`src/rtl/rf_wb_pkg.sv`:
```
// Shared definitions for the register-file write-back arbiter.
// Purpose : the default requester count and the address/data widths, the
//           requester id type, the requester index constants, and a
//           saturating increment used by the wait counters.
package rf_wb_pkg;

    localparam int NREQ = 3;
    localparam int AW   = 5;
    localparam int DW   = 32;

    typedef logic [1:0] req_id_t;

    localparam req_id_t REQ_ALU  = 2'd0;
    localparam req_id_t REQ_LOAD = 2'd1;
    localparam req_id_t REQ_MDU  = 2'd2;

    // Increment a 3-bit counter, but never go past the ceiling.
    function automatic logic [2:0] sat_inc3(input logic [2:0] v, input logic [2:0] ceil);
        logic [2:0] r;
        if (v >= ceil) begin
            r = ceil;
        end else begin
            r = v + 3'd1;
        end
        return r;
    endfunction

endpackage

```
`src/rtl/rf_wb_prio_pick.sv`:
```
// Priority picker with a movable starting point.
// Purpose : returns a one-hot grant for the first set bit of i_valid found
//           while searching upward from i_base and wrapping N-1 -> 0.
// Ports   : i_valid - request vector
//           i_base  - index where the search starts
//           o_grant - one-hot grant, all zero when nothing is valid
module rf_wb_prio_pick #(
    parameter int N  = 3,
    parameter int IW = 2
) (
    input  logic [N-1:0]  i_valid,
    input  logic [IW-1:0] i_base,
    output logic [N-1:0]  o_grant
);

    // Walk the requesters in circular order from the base; the first valid one wins.
    always_comb begin
        logic w_found;
        int   w_idx;
        o_grant = '0;
        w_found = 1'b0;
        w_idx   = 0;
        for (int k = 0; k < N; k++) begin
            w_idx = (int'(i_base) + k) % N;
            if (!w_found && i_valid[w_idx]) begin
                o_grant[w_idx] = 1'b1;
                w_found        = 1'b1;
            end else begin
                w_found = w_found;
            end
        end
    end

endmodule

```
`src/rtl/rf_wb_arbiter.sv`:
```
// Register-file write-back arbiter.
// Purpose : picks one of NREQ write-back requesters per cycle (grant is
//           combinational), registers the winning write one cycle later onto
//           the register-file write port, and drops writes aimed at register 0.
//           Default build: fixed priority (lowest index first) with per-requester
//           wait counters; a requester that has waited STARVE_MAX cycles is
//           promoted. Defining RF_WB_ARB_RR_EN replaces that with round-robin.
// Ports   : clk, rst (async, active-high)
//           req_valid/req_addr/req_data - packed requests, requester i at [i*W +: W]
//           req_ready                   - one-hot grant, handshake on valid&&ready
//           stall                       - blocks new grants
//           flush                       - blocks grants, kills next write, clears waits
//           rf_we/rf_waddr/rf_wdata     - register-file write port
//           grant_id                    - requester that produced the current write
//           zero_drop                   - pulse when an accepted write to r0 is dropped
module rf_wb_arbiter
    import rf_wb_pkg::*;
#(
    parameter int NREQ       = rf_wb_pkg::NREQ,
    parameter int AW         = rf_wb_pkg::AW,
    parameter int DW         = rf_wb_pkg::DW,
    parameter int STARVE_MAX = 7
) (
    input  logic              clk,
    input  logic              rst,
    input  logic [NREQ-1:0]   req_valid,
    input  logic [NREQ*AW-1:0] req_addr,
    input  logic [NREQ*DW-1:0] req_data,
    output logic [NREQ-1:0]   req_ready,
    input  logic              stall,
    input  logic              flush,
    output logic              rf_we,
    output logic [AW-1:0]     rf_waddr,
    output logic [DW-1:0]     rf_wdata,
    output req_id_t           grant_id,
    output logic              zero_drop
);

    localparam int IW = $bits(req_id_t);

    logic [NREQ-1:0] w_pick_vec;
    logic [IW-1:0]   w_base;
    logic [NREQ-1:0] w_grant;
    logic            w_hs;
    req_id_t         w_win_id;
    logic [AW-1:0]   w_win_addr;
    logic [DW-1:0]   w_win_data;

`ifdef RF_WB_ARB_RR_EN
    logic [IW-1:0] r_ptr;

    // Round-robin: every valid requester competes, search starts at the pointer.
    always_comb begin
        w_pick_vec = req_valid;
        w_base     = r_ptr;
    end

    // Pointer moves just past the winner after each handshake; otherwise it holds.
    always_ff @(posedge clk or posedge rst) begin
        if (rst) begin
            r_ptr <= '0;
        end else if (w_hs) begin
            if (w_win_id == req_id_t'(NREQ - 1)) begin
                r_ptr <= '0;
            end else begin
                r_ptr <= w_win_id + 2'd1;
            end
        end else begin
            r_ptr <= r_ptr;
        end
    end
`else
    logic [2:0]      r_wait [NREQ];
    logic [NREQ-1:0] w_starved;

    // Starved requesters, if any, are the only candidates; otherwise all valid ones.
    always_comb begin
        w_starved = '0;
        for (int i = 0; i < NREQ; i++) begin
            w_starved[i] = req_valid[i] && (r_wait[i] == 3'(STARVE_MAX));
        end
        if (|w_starved) begin
            w_pick_vec = w_starved;
        end else begin
            w_pick_vec = req_valid;
        end
        w_base = '0;
    end

    // Wait counters: count losing cycles, saturate, clear on win, idle or flush.
    always_ff @(posedge clk or posedge rst) begin
        if (rst) begin
            for (int i = 0; i < NREQ; i++) begin
                r_wait[i] <= 3'd0;
            end
        end else begin
            for (int i = 0; i < NREQ; i++) begin
                if (flush || !req_valid[i] || req_ready[i]) begin
                    r_wait[i] <= 3'd0;
                end else begin
                    r_wait[i] <= sat_inc3(r_wait[i], 3'(STARVE_MAX));
                end
            end
        end
    end
`endif

    rf_wb_prio_pick #(
        .N  (NREQ),
        .IW (IW)
    ) u_pick (
        .i_valid (w_pick_vec),
        .i_base  (w_base),
        .o_grant (w_grant)
    );

    // Grants are withheld entirely while stalled or flushing.
    always_comb begin
        req_ready = w_grant & {NREQ{!stall && !flush}};
        w_hs      = |(req_ready & req_valid);
    end

    // Select id, address and data of the granted requester.
    always_comb begin
        w_win_id   = REQ_ALU;
        w_win_addr = '0;
        w_win_data = '0;
        for (int i = 0; i < NREQ; i++) begin
            if (req_ready[i]) begin
                w_win_id   = req_id_t'(i);
                w_win_addr = req_addr[i*AW +: AW];
                w_win_data = req_data[i*DW +: DW];
            end else begin
                w_win_id = w_win_id;
            end
        end
    end

    // Output stage: a handshake becomes a write next cycle; r0 writes become a drop pulse.
    always_ff @(posedge clk or posedge rst) begin
        if (rst) begin
            rf_we     <= 1'b0;
            rf_waddr  <= '0;
            rf_wdata  <= '0;
            grant_id  <= REQ_ALU;
            zero_drop <= 1'b0;
        end else if (w_hs) begin
            rf_we     <= (w_win_addr != '0);
            zero_drop <= (w_win_addr == '0);
            rf_waddr  <= w_win_addr;
            rf_wdata  <= w_win_data;
            grant_id  <= w_win_id;
        end else begin
            rf_we     <= 1'b0;
            zero_drop <= 1'b0;
        end
    end

endmodule
```
`config.mk`:
```
export PLATFORM = sky130hd
export DESIGN_NAME = rf_wb_arbiter
export DESIGN_NICKNAME = d
export VERILOG_FILES = /design/src/rtl/rf_wb_pkg.sv /design/src/rtl/rf_wb_prio_pick.sv /design/src/rtl/rf_wb_arbiter.sv
export SDC_FILE = /design/constraint.sdc
export NUM_CORES = 1
export LEC_CHECK = 0
export BUFFER_PORTS_ARGS = -buffer_cell sky130_fd_sc_hd__buf_2
export CAP_MARGIN = 20
export CORE_MARGIN = 2
export CORE_UTILIZATION = 42
export CTS_CLUSTER_DIAMETER = 200
export DETAILED_ROUTE_END_ITERATION = 12
export GPL_ROUTABILITY_DRIVEN = 0
export PLACE_DENSITY = 0.8
export SKIP_LAST_GASP = 1
export SYNTH_ARGS = -nofsm -noshare
export SYNTH_HDL_FRONTEND = slang
export SYNTH_SLANG_ARGS = --single-unit
```
`constraint.sdc`:
```
create_clock -name clk -period 3 [get_ports clk]
set_input_delay 0.3 -clock clk [delete_from_list [all_inputs] [get_ports clk]]
set_output_delay 0.3 -clock clk [all_outputs]
set_load 0.05 [all_outputs]
```
==> metrics.csv <==
metric;value;unit
Fin Setup TNS;0;ps
Reg clk slew, reported paths;90;ps
# Post-CTS Setup Buffers;0;
status;complete, no violations;
Die X;80.7;um
M3 GR Usage;0.0382;
Setup violations, final;0;
Hold Path Class;in -> reg;
synth top area cells;dfrtp_1 51%, a222oi_1 13%, a21oi_1 6.3%, nor2_1 4.6%, ha_1 3.0%;
DR DRC count;0;
EDFF count, synth;0;
cell taking the most area after synthesis;dfrtp_1;
sequential fraction of the synthesis area;0.506;
ys flop type;dfrtp_1;
htree depth;2;
antenna viol nets, final;0;
clock net sink count;50;
Worst setup EP type;output port;
RSZ-0062 raised after global routing;no;
post-route cell area;3420;um^2
clock latency on the worst-skew pair;290;ps
clk_skew;9.95;ps
CTS tree;done;
Initial Util;0.441;
Post-Synthesis Net Count;364;
top-area cell type share of the netlist area;0.506;
IO Count;162;
post-placement cell area;3280;um^2
Period minus WS final;2550;ps
Detail Placement HPWL;5070;um
via count;2548;
Die Area;6520;um^2
Syn Inst Count;240;
initial antenna violation count;0;
worst vdd ir;349;uV
Post-synth top cells;50 x dfrtp_1, 32 x a222oi_1, 31 x a21oi_1, 30 x nor2_1, 19 x nand2_1;
#FFs+latches synth;50;
Final Hold Viols;0;
Cell Rows;27;
Total Wirelength;6640;um
GRT Util Overall;0.197;
count leader, synth;dfrtp_1;
warnings from Yosys;0;
CP arrival;2250;ps
dpl ws;450;ps
largest net degree at the start of global routing;57;
vias in the first global route;2347;
CP max FO;12;
actual slew at the worst max-slew pin;535;ps
area of the core;5610;um^2
DRT Pass-1 Iters;9;
WP data required;2700;ps
CP startpoint kind;flop;
number of fill cells in the layout;502;
max_cap viols;0;
f_max;0.392;GHz
GR Layer Usage met2;0.369;
antenna cells;0;
critical path class;reg -> out;
met1 usage;0.218;
CTS Root Cell;clkbuf_8;
number of CTS-inserted buffers;5;
initial DRC count;217;
Bufs on Longest Clock Path;2;
Rel. slew slack;0.644;
final setup margin;448;ps
cts repair resizes;0;
Final nets;519;
Mean Syn Cell Area;10.3;um^2
IO Port Bufs;161;
max-slew violation count;0;
LEAKAGE;1.78;nW
fraction of registers with async set/reset;1.00;
post-synthesis cell type count;33;
GRT Residual Overflow;0;
final worst-path cycle share;0.851;
Min Hold Slack;216;ps
PD cells;608;nW/um^2
first-pass GRT wire length;10000;um
GRT busiest layer;met2;
hold buffer count at cts;0;
synthesized area;2470;um^2
WL/cell;14.2;um
layout cells sized above 1;0.462;
Die Span Y;80.7;um
post-DR vias/cell;5.44;
synthesis-to-finish area growth;38.3;%
==> area by class of cell <==
class / instances / area, um^2 / area share
clock buffers: 7 / 76.3 / 0.0223
clock inverters: 1 / 30.0 / 0.00878
inverters: 9 / 33.8 / 0.00988
multi-input cells: 160 / 1060 / 0.309
flip-flops and latches: 50 / 1250 / 0.366
well taps: 72 / 90.1 / 0.0263
repair buffers: 169 / 881 / 0.258
==> worst paths after layout <==
| path | startpoint | end | slack, ps | cells past startpoint |
|---|---|---|---|---|
| max | r_wait[0] | req_ready[0] | 450 | 6 |
| min | req_data[5] | rf_wdata[5] | 220 | 3 |
| max reg2reg | r_wait[0] | rf_wdata[14] | 450 | 8 |
| min reg2reg | rf_wdata[5] | rf_wdata[5] | 470 | 2 |
| max in group asynchronous | rst | rf_waddr[0] | 2040 | 4 |
| min in group asynchronous | rst | rf_wdata[12] | 470 | 3 |
==> metrics by stage <==
step,total power [mW],instances,util
finish,2.08,468,0.610
global route,2.20,468,0.610
CTS,2.10,466,0.604
detailed placement,1.64,458,0.585
global placement,1.62,458,0.585
floorplan,1.41,240,-
==> cell families (layout without fill, tap and decap cells) <==
group,after synthesis,after routing,share of synthesized area
AOI/OAI and AO/OA,84,84,0.262
and+or+nand+nor,66,66,0.118
DFF,50,50,0.506
buffers and inverters,30,186,0.0678
adders and majority gates,6,6,0.0304
muxes,4,4,0.0162
==> registers in the layout, indices dropped and copies added (netlist names) <==
register and count:
grant_id 2, rf_waddr 5, zero_drop 1, rf_we 1, rf_wdata 32, r_wait 9
==> power by group <==
part	leakage, nW	switching [mW]	internal [mW]
Sequential	0.616	0.0577	0.784
Clock	0.0524	0.205	0.250
Combinational	1.11	0.573	0.209
==> metal layers <==
layer | share of wire | up-vias
met2 | 0.50 | 130
met3 | 0.084 | 11
met4 | 0.016 | 0
li1 | - | 1221
met1 | 0.40 | 1186
met5 | 0 | -
==> cells in the final DEF (no fill, tap or decap), types with 2 or more instances in the layout <==
cell type  Yosys  final
nand3_1        6      6
ha_1           6      6
o2bb2ai_1      4      4
nand2_1       19     19
clkbuf_1       8      2
nor3_1         3      3
buf_4          1      6
clkbuf_8       0      5
a21o_1         3      3
mux2i_1        4      4
nor2_2         1      2
inv_1          9      8
o21a_1         6      6
buf_2          5    161
dfrtp_1       50     50
a22oi_2        2      2
a222oi_1      32     32
a21oi_1       31     31
nor2_1        30     29
==> critical path: stages, from the launching register on <==
cell and delay (ps):
dfrtp_1 410, ha_1 210, ha_1 220, a22oi_2 220, o211a_1 370, buf_4 250, buf_2 280
(Power assumes the default switching activity.)
